--- src/rtl/waiter_route_fsm.sv ---
// Motion sequencer for the waiter robot: shuttles between base and table on a
// debounced call tone, with debounced arrival, pause/resume and a latching estop.
module waiter_route_fsm #(
    parameter int unsigned FREQ_W            = 10,
    parameter int unsigned THR_W             = 5,
    parameter int unsigned MIN_TRAVEL_CYCLES = 100_000_000,
    parameter int unsigned HOLD_CYCLES       = 1,
    parameter int unsigned ARRIVE_CYCLES     = 1
) (
    input  logic              clk,
    input  logic              rst_n,
    input  logic [FREQ_W-1:0] frequency_input,
    input  logic [THR_W-1:0]  threshold_frequency,
    input  logic              too_close,
    input  logic              hold,
    input  logic              estop,
    output logic [2:0]        direction,
    output logic              moving,
    output logic              arrived
);
    localparam int unsigned TMR_W = $clog2(MIN_TRAVEL_CYCLES + 1);
    localparam int unsigned HLD_W = $clog2(HOLD_CYCLES + 1);
    localparam int unsigned ARR_W = $clog2(ARRIVE_CYCLES + 1);

    localparam logic [2:0] S_IDLE_BASE  = 3'b000;
    localparam logic [2:0] S_FORWARDS   = 3'b001;
    localparam logic [2:0] S_IDLE_TABLE = 3'b010;
    localparam logic [2:0] S_BACKWARDS  = 3'b011;
    localparam logic [2:0] S_STOP       = 3'b100;
    localparam logic [2:0] S_PAUSE_FWD  = 3'b101;
    localparam logic [2:0] S_PAUSE_BWD  = 3'b110;

    localparam logic [TMR_W-1:0] TMR_MAX  = TMR_W'(MIN_TRAVEL_CYCLES);
    localparam logic [HLD_W-1:0] HLD_LAST = HLD_W'(HOLD_CYCLES - 1);
    localparam logic [ARR_W-1:0] ARR_LAST = ARR_W'(ARRIVE_CYCLES - 1);

    logic [2:0]       state, state_nx;
    logic [HLD_W-1:0] hold_cnt, hold_cnt_nx;
    logic [TMR_W-1:0] timer, timer_nx;
    logic [ARR_W-1:0] arr_cnt, arr_cnt_nx;
    logic             armed, armed_nx;
    logic             moving_nx, arrived_nx;

    logic above, cond, trig, in_motion, in_idle, timer_done, arr;
    logic next_idle, next_motion, changing;

    assign above      = frequency_input > FREQ_W'(threshold_frequency);
    assign cond       = armed && above;
    assign trig       = cond && (hold_cnt == HLD_LAST);
    assign in_motion  = (state == S_FORWARDS) || (state == S_BACKWARDS);
    assign in_idle    = (state == S_IDLE_BASE) || (state == S_IDLE_TABLE);
    assign timer_done = (timer == TMR_MAX);
    assign arr        = in_motion && timer_done && too_close && (arr_cnt == ARR_LAST);

    assign direction  = state;

    // Next-state and counter update; estop outranks hold, which outranks arr/trig.
    always_comb begin
        state_nx = state;
        if (estop) begin
            state_nx = S_STOP;
        end else begin
            case (state)
                S_IDLE_BASE:  if (trig) state_nx = S_FORWARDS;
                S_IDLE_TABLE: if (trig) state_nx = S_BACKWARDS;
                S_FORWARDS: begin
                    if (hold)     state_nx = S_PAUSE_FWD;
                    else if (arr) state_nx = S_IDLE_TABLE;
                end
                S_BACKWARDS: begin
                    if (hold)     state_nx = S_PAUSE_BWD;
                    else if (arr) state_nx = S_IDLE_BASE;
                end
                S_PAUSE_FWD:  if (!hold) state_nx = S_FORWARDS;
                S_PAUSE_BWD:  if (!hold) state_nx = S_BACKWARDS;
                S_STOP:       if (trig) state_nx = S_IDLE_BASE;
                default:      state_nx = S_STOP;
            endcase
        end

        changing    = (state_nx != state);
        next_idle   = (state_nx == S_IDLE_BASE) || (state_nx == S_IDLE_TABLE);
        next_motion = (state_nx == S_FORWARDS) || (state_nx == S_BACKWARDS);

        hold_cnt_nx = '0;
        if (!changing && cond && (hold_cnt != HLD_LAST))
            hold_cnt_nx = hold_cnt + HLD_W'(1);
        else if (!changing && cond)
            hold_cnt_nx = hold_cnt;

        // Pause leaves the timer frozen; only a fresh departure clears it.
        timer_nx = timer;
        if (in_idle && next_motion)
            timer_nx = '0;
        else if (in_motion && !timer_done)
            timer_nx = timer + TMR_W'(1);

        arr_cnt_nx = '0;
        if (in_motion && timer_done && too_close)
            arr_cnt_nx = (arr_cnt == ARR_LAST) ? arr_cnt : arr_cnt + ARR_W'(1);

        // Entering an idle state disarms so a held tone cannot retrigger.
        armed_nx = armed;
        if (changing && next_idle)
            armed_nx = 1'b0;
        else if (!above)
            armed_nx = 1'b1;

        moving_nx  = next_motion;
        arrived_nx = in_motion && next_idle;
    end

    always_ff @(posedge clk or negedge rst_n) begin
        if (!rst_n) begin
            state    <= S_IDLE_BASE;
            hold_cnt <= '0;
            timer    <= '0;
            arr_cnt  <= '0;
            armed    <= 1'b1;
            moving   <= 1'b0;
            arrived  <= 1'b0;
        end else begin
            state    <= state_nx;
            hold_cnt <= hold_cnt_nx;
            timer    <= timer_nx;
            arr_cnt  <= arr_cnt_nx;
            armed    <= armed_nx;
            moving   <= moving_nx;
            arrived  <= arrived_nx;
        end
    end
endmodule

--- config.mk ---
export PLATFORM = sky130hd
export DESIGN_NAME = waiter_route_fsm
export DESIGN_NICKNAME = d
export VERILOG_FILES = /design/src/rtl/waiter_route_fsm.sv
export SDC_FILE = /design/constraint.sdc
export NUM_CORES = 1
export LEC_CHECK = 0
export ABC_CLOCK_PERIOD_IN_PS = 4300
export BUFFER_PORTS_ARGS = -buffer_cell sky130_fd_sc_hd__buf_2
export CAP_MARGIN = 20
export CORE_UTILIZATION = 45
export DETAILED_ROUTE_END_ITERATION = 8
export PLACE_DENSITY = 0.61
export SYNTH_ARGS = -nofsm -noshare
export SYNTH_HDL_FRONTEND = slang
export SYNTH_SLANG_ARGS = --single-unit
export TNS_END_PERCENT = 10
--- constraint.sdc ---
create_clock -name clk -period 4.3 [get_ports clk]
set_input_delay 0.43 -clock clk [delete_from_list [all_inputs] [get_ports clk]]
set_output_delay 0.43 -clock clk [all_outputs]
set_load 0.01 [all_outputs]
==> results.toml, run 1 <==
[synth]
ys_ff_latch = 34
synthCells = 222
synthTopCellsByCount = "nor2_1 (38), dfrtp_1 (33), nand2_1 (16)"
synth.distinct_cells = 46
syn_avg_cell_area_um2 = 9.19
synth.area.top_cells = "dfrtp_1 (40%), nor2_1 (7.0%), xor2_1 (6.0%)"
synthArstFlopShare_pct = 100
yosysMostFrequentCell = "nor2_1"
synthesis.area_um2 = 2040
ys.flop_type = "dfrtp_1"
synth_top_area_share_pct = 40.5
syn_nets = 249
yosysWarnings = 0
yosysTopAreaCell = "dfrtp_1"
ys_seq_area_share_pct = 41.8
synth_edf_count = 0

[timing]
tns_ps = 0
slew_violations = 0
period_needed_ps = 2180
slew_headroom_pct = 50.9
timing.final.crit_share_pct = 50.7
worstMarginPinSlew_ps = 737
finClkSkew_ps = 5.05
setup_viol = 0
rsz0062_at_grt = "no"
fmax_ghz = 0.459
hold_viol = 0

[power]
p_int_mw = 0.760
p_comb_share_pct = 32.1
power.clock.fraction_pct = 19.1
ir_drop_mv = 0.184
power_leakage_nw = 0.944
power_switching_mw = 0.491
power_density_nw_per_um2 = 557
netSwitchingFraction_pct = 39.3
seqPwrFrac_pct = 48.8

[clocking]
ctsResizeCount = 0
post_cts_buffers = 0
root_buffer = "clkbuf_8"
cts_buffers = 5
cts_tree = "yes"
cts_sinks = 34
hold_buffers = 0
cts-root-to-sink-buffers = 2
clk_latency_ps = 280
path_clk_slew_ps = 60
cts_max_level = 2

[routing]
antenna_left = 0
vias = 1598
drcViolationCount = 0
first_iter_violations = 37
drt-wirelength-per-cell_um = 13.0
drt-pass1-iter-count = 4
routed_wl_um = 3860
viasPerCell = 5.38

[floorplanning]
die_area_um2 = 4810
num_rows = 24
fp.dieH_um = 69.3
pin_count = 25
core_um2 = 4350
die_w_um = 69.3
initial_utilization_pct = 46.9

[global_route]
grt_pass1_vias = 1568
gr-total-overflow = 0
grt_use_total_pct = 17.9
grt_pass1_wl_um = 6850
antenna_found_initial = 0
grt_max_degree = 35

[critical_path]
cp_slowest_cell = "dfrtp_1"
slowest_delay_ps = 580
required_ps = 4510
worstPathCellList = "nor2b_1 > and3_1 > and2_1 > nand3_1 > xor2_1 > nor2_1"
crit_buf_inv = 0
path_delay_family = "simple AND/OR/NAND/NOR gates"
startpoint_type = "flip-flop"
critical_path_class = "reg2reg"
path_max_fanout = 12
cp-end-kind = "flip-flop"
worstPathArrival_ps = 2390

[status]
outcome = "finished, final reports clean"

[final_layout]
n_antenna_cell = 0
nFillCells = 408
stdcell_area_um2 = 2250
drive_above_1_share_pct = 17.6
fin_util_pct = 51.6
fin_nets = 271
area_delta_synth_final_pct = 10.1

[min_path]
hold_path.class = "in2async"

[place]
io_buffers = 24
dpl_cell_area_um2 = 2160
dp_hpwl_um = 2800
place.gp.congestion = 0.783

[job]
maxCapViolCount = 0
==> logic make-up after synthesis <==
| group | count (synthesis) | share of synthesized area (%) |
|---|---|---|
| compound gates | 18 | 6.25 |
| xor+xnor | 26 | 11.2 |
| fa+ha+maj | 7 | 4.29 |
| buf+inv | 21 | 5.82 |
| flops | 34 | 41.8 |
| mux | 1 | 0.491 |
| other cells | 1 | 0.184 |
| simple gates | 114 | 30.0 |
==> registers in the layout, summed over array words and instances (netlist names) <==
name and count:
armed 1, arrived 1, direction 3, hold_cnt 1, moving 1, timer 27
==> routing by layer <==
layer / track usage, % / vias up / part of all wire (%)
li1: - / 796 / -
met1: 21.9 / 767 / 50
met2: 29.4 / 29 / 46
met3: 5.52 / 6 / 3.2
met4: 7.26 / 0 / 1.2
met5: 0 / - / 0
==> final timing paths <==
path,depth (start not counted),to,start,slack (ps)
max in group asynchronous,1,timer[17]$_DFFE_PN0P_,rst_n,3630
worst max-delay path,6,timer[17]$_DFFE_PN0P_,direction[0]$_DFF_PN0_,2120
worst min-delay path,1,timer[4]$_DFFE_PN0P_,rst_n,210
min in group clk,2,direction[1]$_DFF_PN0_,estop,470
worst min register to register,1,armed$_DFFE_PN1P_,armed$_DFFE_PN1P_,520
worst max register to register,6,timer[17]$_DFFE_PN0P_,direction[0]$_DFF_PN0_,2120
==> cells in the final DEF, fill, tap and decap left out, types with 6 or more instances in the layout <==
master and count:
nand3_1 14, clkbuf_8 6, dfrtp_1 33, inv_1 11
nor2_1 38, buf_2 24, nand4_1 8, nor3_1 7
ha_1 7, xor2_1 14, nand2_1 16, xnor2_1 12
==> metrics by stage <==
step | setup WS, ps | hold slack, ps | std cells | power (mW)
4_1_cts | 2130 | 233 | 297 | 1.26
6_report | 2120 | 207 | 297 | 1.25
2_1_floorplan | 2160 | 134 | 222 | 0.906
3_5_place_dp | 2000 | 516 | 289 | 1.01
5_1_grt | 1940 | 254 | 297 | 1.35
3_3_place_gp | 2040 | 510 | 289 | 1.00
==> final cells by class <==
| type | instances | area, um2 | area share [%] |
|---|---|---|---|
| clock inverters | 1 | 5.00 | 0.223 |
| multi-input cells | 167 | 1070 | 47.6 |
| inverters | 11 | 41.3 | 1.84 |
| repair buffers | 25 | 128 | 5.68 |
| flip-flops and latches | 34 | 852 | 37.9 |
| well taps | 52 | 65.1 | 2.90 |
| clock buffers | 7 | 86.3 | 3.84 |
==> power by group through the flow <==
stage                     combinational, mW  sequential (mW)  clock [mW]
final                                 0.401            0.611       0.239
after global routing                  0.461            0.631       0.261
after CTS                             0.403            0.609       0.250
after detailed placement              0.401            0.613           0
after global placement                0.392            0.612           0
after floorplan                       0.341            0.565           0
No activity file was read; power rests on OpenSTA's default activity.
==> run 2: changes to the inputs <==
--- a/config.mk
+++ b/config.mk
@@ -5,7 +5,7 @@
 export SDC_FILE = /design/constraint.sdc
 export NUM_CORES = 1
 export LEC_CHECK = 0
-export ABC_CLOCK_PERIOD_IN_PS = 4300
+export ABC_CLOCK_PERIOD_IN_PS = 2100
 export BUFFER_PORTS_ARGS = -buffer_cell sky130_fd_sc_hd__buf_2
 export CAP_MARGIN = 20
 export CORE_UTILIZATION = 45
==> constraint.sdc (replaced) <==
create_clock -name clk -period 2.1 [get_ports clk]
set_input_delay 0.21 -clock clk [delete_from_list [all_inputs] [get_ports clk]]
set_output_delay 0.21 -clock clk [all_outputs]
set_load 0.01 [all_outputs]
==> results.toml, run 2 (same netlist as run 1, synthesis figures left out) <==
[status]
outcome = "finished, violations left"
violations = "negative hold slack"

[final_layout]
largest-register = "timer"
area_delta_synth_final_pct = 15.1
drive_above_1_share_pct = 21.5
final_common_cell = "nor2_1"
stdcell_area_um2 = 2350
fin_util_pct = 53.9
n_antenna_cell = 0
nFillCells = 398
layout_common_cells = "nor2_1 (38), dfrtp_1 (33), buf_2 (24), nand2_1 (16)"
fin_nets = 282
largest_reg_flops = 27

[global_route]
grt_pass1_wl_um = 7140
antenna_found_initial = 0
grt_pass1_vias = 1501
gr-total-overflow = 0
grt_max_degree = 35
grt_use_total_pct = 18.9

[clocking]
cts_buffers = 5
post_cts_buffers = 0
path_clk_slew_ps = 80
root_buffer = "clkbuf_8"
cts_tree = "yes"
clk_latency_ps = 290
cts-root-to-sink-buffers = 2
cts_sinks = 34
cts_max_level = 2
hold_buffers = 0

[floorplanning]
die_w_um = 69.3
num_rows = 24
core_um2 = 4350
pin_count = 25
die_area_um2 = 4810
initial_utilization_pct = 46.9
fp.dieH_um = 69.3

[place]
io_buffers = 24
place.gp.congestion = 0.768
dpl_cell_area_um2 = 2250
dp_hpwl_um = 3000

[routing]
routed_wl_um = 4080
drt-wirelength-per-cell_um = 13.2
antenna_left = 0
first_iter_violations = 96
drcViolationCount = 0
viasPerCell = 5.23
drt-pass1-iter-count = 4
vias = 1612

[timing]
rsz0062_at_grt = "no"
finClkSkew_ps = 9.83
slew_headroom_pct = 50.5
worstMarginPinSlew_ps = 743
whs_ps = -13.0
timing.final.crit_share_pct = 93.6
hold_viol = 27
setup_viol = 0
tns_ps = 0
slew_violations = 0
fmax_ghz = 0.509
period_needed_ps = 1970

[critical_path]
worstPathArrival_ps = 2180
required_ps = 2310
path_max_fanout = 3
critical_path_class = "reg2reg"
cp-end-kind = "flip-flop"
startpoint_type = "flip-flop"

[power]
power_density_nw_per_um2 = 1140
power_leakage_nw = 1.00
ir_drop_mv = 0.352

[min_path]
hold_path.class = "in2async"

[job]
maxCapViolCount = 0
[run 2: final timing paths]
path / cells after the start / start / slack (ps) / endpoint
worst max-delay path: 8 / timer[0]$_DFFE_PN0P_ / 130 / armed$_DFFE_PN1P_
worst min-delay path: 1 / rst_n / -10 / timer[25]$_DFFE_PN0P_
max in group asynchronous: 1 / rst_n / 1640 / timer[15]$_DFFE_PN0P_
min in group clk: 2 / estop / 250 / direction[1]$_DFF_PN0_
worst max register to register: 8 / timer[0]$_DFFE_PN0P_ / 130 / armed$_DFFE_PN1P_
worst min register to register: 1 / armed$_DFFE_PN1P_ / 530 / armed$_DFFE_PN1P_
[run 2: where the power goes]
group | total (mW) | switching (mW) | leakage (nW) | internal (mW)
logic | 0.957 | 0.506 | 0.585 | 0.451
registers | 1.22 | 0.299 | 0.367 | 0.920
clock network | 0.504 | 0.240 | 0.0482 | 0.265
[run 2: what timing repair did]
item                                    in CTS  in global routing
hold endpoints to repair                     0                  0
endpoints found under the setup margin       0                  1
gates resized for setup                      0                  1
[run 2: through the flow]
| step | power (mW) | setup slack, ps | instances |
|---|---|---|---|
| finish | 2.68 | 134 | 308 |
| global route | 2.88 | 7.90 | 308 |
| CTS | 2.69 | 135 | 308 |
| detailed placement | 2.17 | 38.5 | 300 |
| global placement | 2.16 | 65.4 | 300 |
| floorplan | 1.86 | 140 | 222 |
[run 2: final cells by class]
cell class                      instances  area [um2]  share of cell area [%]
Tap cell                               52        65.1                    2.77
Inverter                               11        41.3                    1.76
Sequential cell                        34         852                    36.3
Clock buffer                            7        86.3                    3.68
Clock inverter                          1        5.00                   0.213
Multi-Input combinational cell        167        1080                    45.8
Timing Repair Buffer                   36         223                    9.48
[run 2: layer usage]
layer	vias up	track usage, %	wire length [um]
met5	-	0	0
met4	0	7.48	70
met3	7	3.92	148
met2	30	30.0	1910
met1	755	25.1	1950
li1	820	-	-
[run 2: critical path, stage by stage (launching register included)]
cell and delay (ps):
dfrtp_1 380, inv_1 80, ha_1 140, nand4b_1 80, or3_1 360, or2_1 270
a21oi_2 160, nand2_1 90, o32a_1 340
==> run 3: changes to the inputs <==
--- a/config.mk
+++ b/config.mk
@@ -8,6 +8,7 @@
 export ABC_CLOCK_PERIOD_IN_PS = 2100
 export BUFFER_PORTS_ARGS = -buffer_cell sky130_fd_sc_hd__buf_2
 export CAP_MARGIN = 20
+export CORE_ASPECT_RATIO = 1.5
 export CORE_UTILIZATION = 45
 export DETAILED_ROUTE_END_ITERATION = 8
 export PLACE_DENSITY = 0.61
==> results.toml, run 3 (same netlist as run 1, synthesis figures left out) <==
[clocking]
root_buffer = "clkbuf_8"
cts_buffers = 5
path_clk_slew_ps = 70
cts_sinks = 34
cts_tree = "yes"
cts_max_level = 2
clk_latency_ps = 280
hold_buffers = 0
cts-root-to-sink-buffers = 2

[final_layout]
layout_common_cells = "nor2_1 (38), dfrtp_1 (33), buf_2 (24), nand2_1 (15)"
fin_cells = 303
largest-register = "timer"
drive_above_1_share_pct = 23.0
largest_reg_flops = 27
n_antenna_cell = 0
area_delta_synth_final_pct = 16.2
final_common_cell = "nor2_1"
fin_nets = 283

[critical_path]
worstPathCellList = "inv_1 > ha_1 > nand4b_1 > or3_4 > or2_4 > a21oi_2 > nand2_2 > o32a_1"
path_max_fanout = 3
critical_path_class = "reg2reg"
cp-end-kind = "flip-flop"
startpoint_type = "flip-flop"
worstReg2RegStart = "timer[0]$_DFFE_PN0P_"
rr_worst_depth = 8
cp_slowest_cell = "dfrtp_1"
ff2ff_setup_slack_ps = 130
worstReg2RegEnd = "armed$_DFFE_PN1P_"
worstPathArrival_ps = 2170
required_ps = 2310
slowest_delay_ps = 390

[global_route]
grt_use_total_pct = 18.7
grt_max_degree = 35
grt_pass1_vias = 1597
grt_pass1_wl_um = 7040
antenna_found_initial = 0
gr-total-overflow = 0

[floorplanning]
pin_count = 25
fp.dieH_um = 84.5
initial_utilization_pct = 47.7
die_w_um = 57.0
die_area_um2 = 4810
num_rows = 29
core_um2 = 4280

[place]
dp.cells = 295
io_buffers = 24
place.gp.congestion = 0.759
dp_hpwl_um = 2970
pre_cts_ws_ps = 24.1

[routing]
antenna_left = 0
drcViolationCount = 0
first_iter_violations = 54
drt-pass1-iter-count = 4
vias = 1608
viasPerCell = 5.31
routed_wl_um = 4040
drt-wirelength-per-cell_um = 13.3

[job]
maxCapViolCount = 0

[timing]
timing.final.crit_share_pct = 93.6
worstMarginPinSlew_ps = 755
period_needed_ps = 1970
finClkSkew_ps = 3.16
fmax_ghz = 0.509
slew_headroom_pct = 49.7
hold_viol = 12
slew_violations = 0
setup_viol = 0
tns_ps = 0
whs_ps = -5.23
fin_ws_ps = 135

[status]
violations = "negative hold slack"
outcome = "finished, violations left"

[power]
power_density_nw_per_um2 = 1160
power_leakage_nw = 1.02
ir_drop_mv = 0.480

[min_path]
hold_path.class = "in2async"
run 3: where the power goes:
| part | leakage [nW] | internal, mW | total (mW) | switching (mW) |
|---|---|---|---|---|
| Clock | 0.0575 | 0.331 | 0.566 | 0.235 |
| Sequential | 0.367 | 0.920 | 1.20 | 0.280 |
| Combinational | 0.590 | 0.460 | 0.972 | 0.513 |
run 3: layer usage:
layer / global-route usage [%] / wire length (um) / vias to the layer above
met2: 34.7 / 2160 / 32
met1: 21.2 / 1710 / 751
met4: 5.99 / 54 / 0
met5: 0 / 0 / -
li1: - / - / 820
met3: 3.24 / 121 / 5
run 3: worst max path at each step:
stage                                     from                      to  slack, ps  cells past startpoint
after global routing      timer[0]$_DFFE_PN0P_       armed$_DFFE_PN1P_      -0.06                      8
final                     timer[0]$_DFFE_PN0P_       armed$_DFFE_PN1P_        130                      8
after global placement      frequency_input[4]       armed$_DFFE_PN1P_         40                      8
after detailed placement    frequency_input[4]       armed$_DFFE_PN1P_         20                      8
after floorplan           timer[0]$_DFFE_PN0P_       armed$_DFFE_PN1P_        140                      9
after CTS                 timer[0]$_DFFE_PN0P_  direction[1]$_DFF_PN0_         80                      8
run 3: critical path, delay by kind of cell (launching register included):
kind / cells / cell delay, ps
flip-flops: 1 / 390
adder cells (fa/ha/maj): 1 / 150
AND/OR/NAND/NOR: 4 / 790
AO/OA/AOI/OAI: 2 / 490
buffers and inverters: 1 / 80
run 3: area by class of cell:
cell class	count	area, um2
inverters	11	41.3
flip-flops and latches	34	852
multi-input cells	167	1080
well taps	46	57.6
repair buffers	37	230
fillers	406	1910
clock buffers	8	110
run 3: repair_timing:
action                                  4_1_cts  5_1_grt
buffers inserted                              0        0
endpoints found under the setup margin        0        3
resized for setup                             0        3
run 3: metrics by stage:
stage / utilization [%] / area, um2 / total power, mW / hold slack, ps
final: 55.4 / 2370 / 2.74 / -5.23
after global routing: 55.4 / 2370 / 2.96 / 60.0
after CTS: 55.1 / 2360 / 2.76 / 28.3
after detailed placement: 52.6 / 2250 / 2.18 / 330
after global placement: 52.6 / 2250 / 2.17 / 330
after floorplan: - / 2040 / 1.86 / -85.6
